[config.mk]
export PLATFORM = sky130hd
export DESIGN_NAME = bram_portb_arbiter
export DESIGN_NICKNAME = d
export VERILOG_FILES = /design/src/rtl/bram_portb_arbiter_pkg.sv /design/src/rtl/bram_portb_arbiter_wait_counter.sv /design/src/rtl/bram_portb_arbiter.sv
export SDC_FILE = /design/constraint.sdc
export NUM_CORES = 1
export LEC_CHECK = 0
export BUFFER_PORTS_ARGS = -buffer_cell sky130_fd_sc_hd__buf_2
export CORE_AREA = 3 3 94 96
export DETAILED_ROUTE_END_ITERATION = 8
export DIE_AREA = 0 0 97 99
export PLACE_DENSITY = 0.66
export SLEW_MARGIN = 20
export SYNTH_ARGS = -nofsm -noshare
export SYNTH_HDL_FRONTEND = slang
export SYNTH_SLANG_ARGS = --single-unit
[constraint.sdc]
create_clock -name clk -period 3.3 [get_ports clk]
set_input_delay 0.33 -clock clk [delete_from_list [all_inputs] [get_ports clk]]
set_output_delay 0.33 -clock clk [all_outputs]
set_load 0.1 [all_outputs]
[src/rtl/bram_portb_arbiter_pkg.sv]
// -----------------------------------------------------------------------------
// bram_portb_arbiter_pkg
// Shared types and constants for the BRAM port-B arbiter:
//   state_t  - arbiter mode (BOOT: aux owns the port, RUN: CPU priority)
//   owner_t  - which requester the read data returning next cycle belongs to
//   read_owner() - classifies this cycle's granted access for read return
// -----------------------------------------------------------------------------
package bram_portb_arbiter_pkg;

  localparam int WAIT_W = 8;  // starvation counter width
  localparam int WE_W   = 4;  // byte write strobes per word

  localparam logic [WAIT_W-1:0] WAIT_ONE = WAIT_W'(1);

  typedef enum logic {
    ST_BOOT = 1'b0,
    ST_RUN  = 1'b1
  } state_t;

  typedef enum logic [1:0] {
    OWN_NONE = 2'd0,
    OWN_CPU  = 2'd1,
    OWN_AUX  = 2'd2
  } owner_t;

  // Only reads (all strobes clear) expect data back; writes return nothing.
  function automatic owner_t read_owner(
    input logic            cpu_gnt,
    input logic [WE_W-1:0] cpu_we,
    input logic            aux_gnt,
    input logic [WE_W-1:0] aux_we
  );
    if (cpu_gnt && (cpu_we == '0)) return OWN_CPU;
    if (aux_gnt && (aux_we == '0)) return OWN_AUX;
    return OWN_NONE;
  endfunction

endpackage

[src/rtl/bram_portb_arbiter_wait_counter.sv]
// -----------------------------------------------------------------------------
// bram_portb_arbiter_wait_counter
// Saturating starvation counter for the auxiliary master.
//   clk, rst  - clock, asynchronous active-low reset
//   inc       - aux was denied this cycle
//   clr       - aux was granted, is not requesting, or arbiter is in BOOT
//   reached   - count has reached LIMIT; aux must be forced a grant
// -----------------------------------------------------------------------------
module bram_portb_arbiter_wait_counter
  import bram_portb_arbiter_pkg::*;
#(
  parameter logic [WAIT_W-1:0] LIMIT = WAIT_W'(8)
) (
  input  logic clk,
  input  logic rst,
  input  logic inc,
  input  logic clr,
  output logic reached
);

  logic [WAIT_W-1:0] cnt;

  // NOTE: sequential state is assigned with <= so every flop samples the
  // pre-edge values, independent of block evaluation order.
  always_ff @(posedge clk or negedge rst) begin
    if (!rst) begin
      cnt <= '0;
    end else if (clr) begin
      cnt <= '0;
    end else if (inc && (cnt < LIMIT)) begin
      cnt <= cnt + WAIT_ONE;
    end
  end

  assign reached = (cnt >= LIMIT);

endmodule

[src/rtl/bram_portb_arbiter.sv]
// -----------------------------------------------------------------------------
// bram_portb_arbiter
// Shares BRAM port B between the CPU MEM stage and an auxiliary master
// (boot loader / debug DMA).
//   BOOT mode: aux owns the port, CPU is stalled unconditionally.
//   RUN mode : CPU has priority; aux is forced a grant after MAX_WAIT
//              consecutive denied cycles.
// Grants and the port mux are combinational; read-return routing is a
// registered owner tag matching the 1-cycle BRAM read latency.
// Ports:
//   clk, rst                         clock, async active-low reset
//   boot_done / run_mode             leave BOOT / currently in RUN
//   cpu_req/we/addr/wdata            CPU request   -> cpu_stall, cpu_rdata/rvalid
//   aux_req/we/addr/wdata            aux request   -> aux_gnt, aux_rdata/rvalid
//   bram_en/we/addr/wdata, bram_rdata  BRAM port B
// -----------------------------------------------------------------------------
module bram_portb_arbiter
  import bram_portb_arbiter_pkg::*;
#(
  parameter int ADDR_W   = 11,
  parameter int DATA_W   = 32,
  parameter int MAX_WAIT = 8,
  parameter bit BOOT_EN  = 1'b1
) (
  input  logic              clk,
  input  logic              rst,
  input  logic              boot_done,
  output logic              run_mode,
  input  logic              cpu_req,
  input  logic [WE_W-1:0]   cpu_we,
  input  logic [ADDR_W-1:0] cpu_addr,
  input  logic [DATA_W-1:0] cpu_wdata,
  output logic              cpu_stall,
  output logic [DATA_W-1:0] cpu_rdata,
  output logic              cpu_rvalid,
  input  logic              aux_req,
  input  logic [WE_W-1:0]   aux_we,
  input  logic [ADDR_W-1:0] aux_addr,
  input  logic [DATA_W-1:0] aux_wdata,
  output logic              aux_gnt,
  output logic [DATA_W-1:0] aux_rdata,
  output logic              aux_rvalid,
  output logic              bram_en,
  output logic [WE_W-1:0]   bram_we,
  output logic [ADDR_W-1:0] bram_addr,
  output logic [DATA_W-1:0] bram_wdata,
  input  logic [DATA_W-1:0] bram_rdata
);

  state_t state;
  owner_t rd_owner;
  logic   in_run;
  logic   cpu_gnt;
  logic   force_aux;
  logic   wait_reached;

  assign in_run   = (state == ST_RUN);
  assign run_mode = in_run;

  // ---------------------------------------------------------------------------
  // Mode: BOOT -> RUN on boot_done; only reset returns to BOOT.
  // ---------------------------------------------------------------------------
  always_ff @(posedge clk or negedge rst) begin
    if (!rst) begin
      state <= BOOT_EN ? ST_BOOT : ST_RUN;
    end else if ((state == ST_BOOT) && boot_done) begin
      state <= ST_RUN;
    end
  end

  // ---------------------------------------------------------------------------
  // Starvation guard. The counter only sees registered history, so the
  // reached -> grant -> clr path has no combinational loop.
  // ---------------------------------------------------------------------------
  bram_portb_arbiter_wait_counter #(
    .LIMIT (WAIT_W'(MAX_WAIT))
  ) u_wait_counter (
    .clk     (clk),
    .rst     (rst),
    .inc     (in_run & aux_req & ~aux_gnt),
    .clr     (~in_run | ~aux_req | aux_gnt),
    .reached (wait_reached)
  );

  assign force_aux = aux_req & wait_reached;

  // ---------------------------------------------------------------------------
  // Grants (same cycle as request)
  // ---------------------------------------------------------------------------
  // NOTE: every signal written in an always_comb gets a default first, so no
  // path leaves it unassigned and no latch is inferred.
  always_comb begin
    cpu_gnt   = 1'b0;
    aux_gnt   = aux_req;
    cpu_stall = 1'b1;
    if (in_run) begin
      cpu_gnt   = cpu_req & ~force_aux;
      aux_gnt   = aux_req & (force_aux | ~cpu_req);
      cpu_stall = cpu_req & ~cpu_gnt;
    end
  end

  // ---------------------------------------------------------------------------
  // Port mux: grants are mutually exclusive; idle drives zeros.
  // ---------------------------------------------------------------------------
  assign bram_en = cpu_gnt | aux_gnt;

  always_comb begin
    bram_we    = '0;
    bram_addr  = '0;
    bram_wdata = '0;
    if (cpu_gnt) begin
      bram_we    = cpu_we;
      bram_addr  = cpu_addr;
      bram_wdata = cpu_wdata;
    end else if (aux_gnt) begin
      bram_we    = aux_we;
      bram_addr  = aux_addr;
      bram_wdata = aux_wdata;
    end
  end

  // ---------------------------------------------------------------------------
  // Read return: tag the owner of the data BRAM will present next cycle.
  // Updated every cycle, so alternating back-to-back reads route correctly,
  // and reset drops any read in flight.
  // ---------------------------------------------------------------------------
  always_ff @(posedge clk or negedge rst) begin
    if (!rst) begin
      rd_owner <= OWN_NONE;
    end else begin
      rd_owner <= read_owner(cpu_gnt, cpu_we, aux_gnt, aux_we);
    end
  end

  assign cpu_rvalid = (rd_owner == OWN_CPU);
  assign aux_rvalid = (rd_owner == OWN_AUX);
  assign cpu_rdata  = bram_rdata;
  assign aux_rdata  = bram_rdata;

endmodule

==> metrics, run 1 <==
status=completed; IO Pins=248; Clk pin slew, worst setup/hold paths=0.05 ns; vias=1486; Slew HR=34.72%; crit share post-route=85.53%; Initial DRT Pass Iterations=4; clk buf depth=2; buffer count from post-CTS setup fixing=0; clock root buffer=clkbuf_8; register area share after synthesis=19.35%; PD cells=456.9 nW/um^2; Syn Inst Count=160; DIE AREA=9603 um^2; drt wl/cell=15.51 um; worst hold path class=input pin to register; # hold bufs at CTS=1; All-Layer GR Usage=10.49%; H-tree depth reported by CTS=1; clock skew=0.003151 ns; synthesized cell area=1423 um^2; final setup fails=0; crit end category=primary output; Warnings, synthesis=0; first-pass GRT wire length=8.045 mm; Initial Util=17.49%; row count=33; leakage dissipation=0.001082 uW; final slew viol count=0; clock tree from TritonCTS=built; Placement Setup Slack=0.6966 ns; number of diodes=0; vias in the first global route=1534; Num CTS Buffers=3; core area=8134 um^2; antenna violations before repair=2; CP Class=register to primary output; CTS Sinks=11; CP Max Fanout=48; IO buf count=151; CP Launch Type=register; final hold viol count=0; required time of the worst setup path=2.97 ns; Area growth, synth to finish=29.73%; setup ws final=0.4776 ns; min Tclk post-route=2.822 ns; fillcell total=913; FF+latch count, synth=11; fmax=354.3 MHz; Final GP Congestion=0.8363; Max Cap Viol=0; data arrival time of the critical path=2.49 ns; cts repair resizes=0; maximum VDD drop=0.1294 mV; Layout Nets=380; largest net degree at the start of global routing=49; Vias/cell=4.234; syn_area_per_cell=8.891 um^2; Die H=99 um; Fin Setup TNS=0 ns; Worst-Margin Slew=0.9793 ns; die width=97 um; RSZ-0062 raised after global routing=no; Clock Latency Late Sink=0.24 ns; Starting DRT DRC Count=44; synth unique cells=23; grt total ovfl=0; layout cells sized above 1=64.63%; DR DRC count=0; Routed WL=5.443 mm; Final HPWL DP=4.538 mm; ANT nets after route=0
==> cell usage after synthesis <==
master | instances | area share (%)
o211ai_1 | 1 | 0.53
a22o_1 | 47 | 29
conb_1 | 1 | 0.26
or4_1 | 1 | 0.53
inv_1 | 3 | 0.79
nand3b_1 | 1 | 0.53
xor2_1 | 1 | 0.62
o31ai_2 | 1 | 0.88
or4_4 | 1 | 0.79
or2_2 | 1 | 0.44
nor3_1 | 2 | 0.70
and2_1 | 1 | 0.44
buf_4 | 67 | 35
and3_1 | 5 | 2.2
nor2b_1 | 2 | 0.88
buf_2 | 3 | 1.1
o31a_1 | 1 | 0.62
ha_1 | 2 | 1.8
clkbuf_1 | 2 | 0.53
nand2_1 | 3 | 0.79
nor4_1 | 1 | 0.44
dfrtp_1 | 11 | 19
buf_6 | 2 | 1.6
==> critical path: stages, from the launching register on <==
cell     delay (ns)
dfrtp_1        0.36
or4_4          0.57
o31ai_4        0.17
buf_4          0.45
a22o_1         0.25
buf_2          0.44
==> power by group <==
part / total (uW) / internal [uW] / switching [uW]
sequential: 140 / 138 / 1.85
clock: 139 / 85.1 / 53.8
combinational: 564 / 113 / 452
total: 843 / 336 / 507
==> flip-flops by register name, indices dropped and copies added, names as in the netlist <==
name and count:
rd_owner 2, run_mode 1, u_wait_counter.cnt 8
==> cells in the final DEF, fill, tap and decap left out <==
cell type,n
a22o_1,47
and2_1,1
and3_1,5
buf_2,151
buf_4,1
clkbuf_1,1
clkbuf_8,3
conb_1,4
dfrtp_1,11
dlygate4sd3_1,1
ha_1,2
inv_1,3
nand2_1,3
nand3b_1,1
nor2b_1,2
nor3_1,2
nor4_1,1
o211ai_1,1
o31a_2,1
o31ai_4,1
or2_2,1
or4_1,1
or4_4,1
xor2_1,1
==> cell type report <==
cell class / instances / area [um^2] / share of cell area (%)
timing repair buffer: 153 / 773.2 / 41.90
inverter: 3 / 11.26 / 0.6102
multi-input combinational: 75 / 609.3 / 33.02
tap: 105 / 131.4 / 7.119
sequential: 11 / 275.3 / 14.92
clock buffer: 4 / 45.04 / 2.441
==> metrics by stage <==
stage	hold WS [ns]	total power, uW	instance area (um^2)	instances	util (%)
floorplan	0.03441	954.8	1435	163	-
CTS	0.2672	849.7	1846	351	22.69
global placement	0.1997	703.8	1790	346	22.01
detailed placement	0.2071	707.8	1790	346	22.01
finish	0.2684	843.3	1846	351	22.69
global route	0.2814	873.4	1846	351	22.69
==> routing by layer <==
metal | global-route usage, % | part of all wire (%)
met1 | 11.36 | 36
met2 | 18.10 | 49
met3 | 3.892 | 12
met4 | 5.076 | 2.8
met5 | 0 | 0.39
==> kinds of logic (layout without fill, tap and decap cells) <==
| kind of cell | count (synthesis) | count (layout) | share of synthesized area (%) |
|---|---|---|---|
| adder cells (fa/ha/maj) | 2 | 2 | 1.759 |
| flip-flops | 11 | 11 | 19.35 |
| AND/OR/NAND/NOR | 18 | 18 | 7.741 |
| buffers and inverters | 77 | 160 | 39.31 |
| AO/OA/AOI/OAI | 50 | 50 | 30.96 |
| XOR/XNOR | 1 | 1 | 0.6158 |
| other | 1 | 4 | 0.2636 |
==> path summary, 6_finish.rpt <==
check	end	depth (start not counted)	slack, ns	startpoint
max in group asynchronous	rd_owner[0]	2	2.62	rst
worst min register to register	run_mode	1	0.55	run_mode
worst max-delay path	bram_we[1]	5	0.48	u_wait_counter.cnt[7]
worst max register to register	rd_owner[0]	4	1.47	u_wait_counter.cnt[7]
min in group asynchronous	u_wait_counter.cnt[6]	2	0.48	rst
worst min-delay path	run_mode	2	0.27	boot_done
Power figures use the tool's default switching activity.
==> inputs of run 2 (changes only) <==
--- a/config.mk
+++ b/config.mk
@@ -5,11 +5,12 @@
 export SDC_FILE = /design/constraint.sdc
 export NUM_CORES = 1
 export LEC_CHECK = 0
+export ABC_AREA = 1
 export BUFFER_PORTS_ARGS = -buffer_cell sky130_fd_sc_hd__buf_2
-export CORE_AREA = 3 3 94 96
+export CORE_AREA = 3 3 95 97
 export DETAILED_ROUTE_END_ITERATION = 8
-export DIE_AREA = 0 0 97 99
-export PLACE_DENSITY = 0.66
+export DIE_AREA = 0 0 98 100
+export PLACE_DENSITY = 0.73
 export SLEW_MARGIN = 20
 export SYNTH_ARGS = -nofsm -noshare
 export SYNTH_HDL_FRONTEND = slang
==> constraint.sdc (replaced) <==
create_clock -name clk -period 2.3 [get_ports clk]
set_input_delay 0.23 -clock clk [delete_from_list [all_inputs] [get_ports clk]]
set_output_delay 0.23 -clock clk [all_outputs]
set_load 0.1 [all_outputs]
==> run 2 against run 1 <==
Net effect:
- hold slack worse by 0.10 ns
- total power rose by 82%
- register-to-register slack got worse by 0.54 ns
- critical path depth up 3
- synthesized cell count is 75% higher
- largest cell class unchanged
==> metrics, run 2 <==
status=completed (unchanged); final hold viol count=0 (unchanged); Worst-Margin Slew=0.6547 ns (was 0.9793 ns); All-Layer GR Usage=12.70% (was 10.49%); Max Cap Viol=0 (unchanged); Initial Util=22.58% (was 17.49%); data arrival time of the critical path=1.82 ns (was 2.49 ns); Fin Setup TNS=0 ns (unchanged); Initial DRT Pass Iterations=4 (unchanged); H-tree depth reported by CTS=1 (unchanged); top_reg_cell synth=dfrtp_1 (unchanged); Largest register FFs=8 (unchanged); register area share after synthesis=14.83% (was 19.35%); die width=98 um (was 97 um); number of diodes=0 (unchanged); fmax=487.5 MHz; cts repair resizes=0 (unchanged); most frequent cells in the layout=buf_2 (103), nand3_1 (75), nand2_1 (56), buf_12 (50), nand3_2 (22) (was buf_2 (151), a22o_1 (47), dfrtp_1 (11), and3_1 (5), conb_1 (4)); top cell family by delay on the critical path=simple AND/OR/NAND/NOR gates (was buffers and inverters); Reg2Reg Depth=5 (was 4); most common cell after layout, fill and taps aside=buf_2 (unchanged); Reg2Reg Launch Point=run_mode (was u_wait_counter.cnt[7]); Crit Reg-Reg Endpoint=u_wait_counter.cnt[2] (was rd_owner[0]); DR DRC count=0 (unchanged); CTS Sinks=11 (unchanged); synth top area cells=buf_4 (26%), nand3_1 (20%), dfrtp_1 (15%) (was buf_4 (35%), a22o_1 (29%), dfrtp_1 (19%)); RSZ-0062 raised after global routing=no (unchanged); Vias/cell=4.425 (was 4.234); Final GP Congestion=0.8624 (was 0.8363); DIE AREA=9800 um^2 (was 9603 um^2); required time of the worst setup path=2.07 ns (was 2.97 ns); Placement Setup Slack=0.4595 ns (was 0.6966 ns); drt wl/cell=13.86 um (was 15.51 um); synthesized cell area=1856 um^2 (was 1423 um^2); crit share post-route=89.19%; antenna violations before repair=0 (was 2); crit path launch=u_wait_counter.cnt[6] (was u_wait_counter.cnt[7]); Area growth, synth to finish=60.28% (was 29.73%); clock root buffer=clkbuf_8 (unchanged); CP Class=register to primary output (unchanged); ANT nets after route=0 (unchanged); asr flop ratio synth=100.0% (unchanged); min Tclk post-route=2.051 ns; CP Launch Type=register (unchanged); critical path's slowest cell=dfrtp_1 (was or4_4); IO Pins=248 (unchanged); Yosys top cell area share=26.30% (was 35.36%); vias in the first global route=2155 (was 1534); syn_area_per_cell=6.627 um^2 (was 8.891 um^2); Routed WL=6.430 mm (was 5.443 mm); leakage dissipation=0.001570 uW (was 0.001082 uW); clk buf depth=2 (unchanged); clock skew=0.005439 ns (was 0.003151 ns); Critical Path Sink=bram_wdata[0] (was bram_we[1]); CP Max Fanout=30 (was 48); synth cell count leaders=nand3_1 (75), buf_4 (65), nand2_1 (56) (was buf_4 (67), a22o_1 (47), dfrtp_1 (11)); worst path cell trace=nor2_1, nand3_2, nand2_2, nand2_2, buf_12, nand3_1, nand2_1, buf_12 (was or4_4, o31ai_4, buf_4, a22o_1, buf_2); Die H=100 um (was 99 um); Num CTS Buffers=3 (unchanged); buffer count from post-CTS setup fixing=0 (unchanged); IO buf count=151 (unchanged); reg2reg setup slack=0.93 ns (was 1.47 ns); Layout Nets=493 (was 380); fillcell total=846 (was 913); synth unique cells=20 (was 23); most numerous cell in the Yosys netlist=nand3_1 (was buf_4); total chip power=1536 uW (was 843.3 uW); Clk pin slew, worst setup/hold paths=0.05 ns (about the same); final hold slack=0.1645 ns (was 0.2684 ns); setup ws final=0.2487 ns (was 0.4776 ns); total stage count of the critical path=8 (was 5); layout cells sized above 1=52.37% (was 64.63%); final slew viol count=0 (unchanged); Clock Latency Late Sink=0.24 ns (about the same); crit-path max cell delay=0.35 ns (was 0.57 ns); clock tree from TritonCTS=built (unchanged); Slew HR=56.36% (was 34.72%); Syn Inst Count=280 (was 160); EDFF count, synth=0 (unchanged); vias=2053 (was 1486); maximum VDD drop=0.2102 mV (was 0.1294 mV); Final HPWL DP=5.212 mm (was 4.538 mm); core area=8217 um^2 (was 8134 um^2); grt total ovfl=0 (unchanged); crit end category=primary output (unchanged); final setup fails=0 (unchanged); PD cells=516.6 nW/um^2 (was 456.9 nW/um^2); Warnings, synthesis=0 (unchanged); worst hold path class=input pin to register (unchanged); row count=33 (unchanged); Worst Path Buf+Inv=2 (unchanged); FF+latch count, synth=11 (unchanged); Util after Layout=36.20% (was 22.69%); Most flops, register=u_wait_counter.cnt (unchanged); Starting DRT DRC Count=102 (was 44); # hold bufs at CTS=1 (unchanged); Yosys top cell by area=buf_4 (unchanged); largest net degree at the start of global routing=49 (unchanged); first-pass GRT wire length=10.25 mm (was 8.045 mm)
[run 2: cell types whose count changed after synthesis, moves of 4 or more]
cell / delta
a22o_1: -47
and3_1: -5
buf_1: +4
buf_2: +6
inv_1: +7
nand2_1: +53
nand3_1: +75
nand3_2: +22
nor2_1: +11
[run 2: logic make-up (layout without fill, tap and decap cells)]
| family | after synthesis | count (layout) | synth area share [%] |
|---|---|---|---|
| DFF | 11 | 11 | 14.83 |
| buffers and inverters | 96 | 172 | 35.60 |
| and+or+nand+nor | 169 | 169 | 47.54 |
| adders and majority gates | 2 | 2 | 1.348 |
| xor gates and xnor gates | 1 | 1 | 0.4721 |
| other | 1 | 4 | 0.2021 |
[run 2: worst min-delay path by stage]
stage                          from           to  slack [ns]  cells past startpoint
final                     cpu_we[3]  rd_owner[0]        0.16                      2
after global routing      cpu_we[3]  rd_owner[0]        0.16                      2
after CTS                 cpu_we[3]  rd_owner[0]        0.16                      2
after detailed placement        rst  rd_owner[1]        0.11                      1
after global placement          rst  rd_owner[0]        0.10                      1
after floorplan                 rst  rd_owner[0]       -0.07                      0
[run 2: routing by layer]
metal  track usage, %  up-vias  routed length, um
li1                 -      996                  -
met4            6.390        0                319
met2            23.19      123               3201
met1            13.18      892               2267
met3            3.822       42                641
met5                0        -                  0
[run 2: through the flow]
stage                     instance area, um^2  cells
after global routing                     2974    464
after global placement                   2919    459
after floorplan                          1868    283
after CTS                                2974    464
after detailed placement                 2919    459
final                                    2974    464
[run 2: cell type report]
cell class,instances,area [um^2],area share [%]
Timing Repair Buffer,157,1549,52.08
Multi-Input combinational cell,176,930.9,31.30
Sequential cell,11,276.5,9.297
Tap cell,105,131.4,4.417
Clock buffer,4,45.04,1.515
Inverter,11,41.29,1.388
[run 2: report_power, final]
group          total, uW  internal, uW  switching (uW)
Sequential           201           199            2.36
Combinational       1150           384             763
Clock                188           121            67.1
Total               1540           704             832
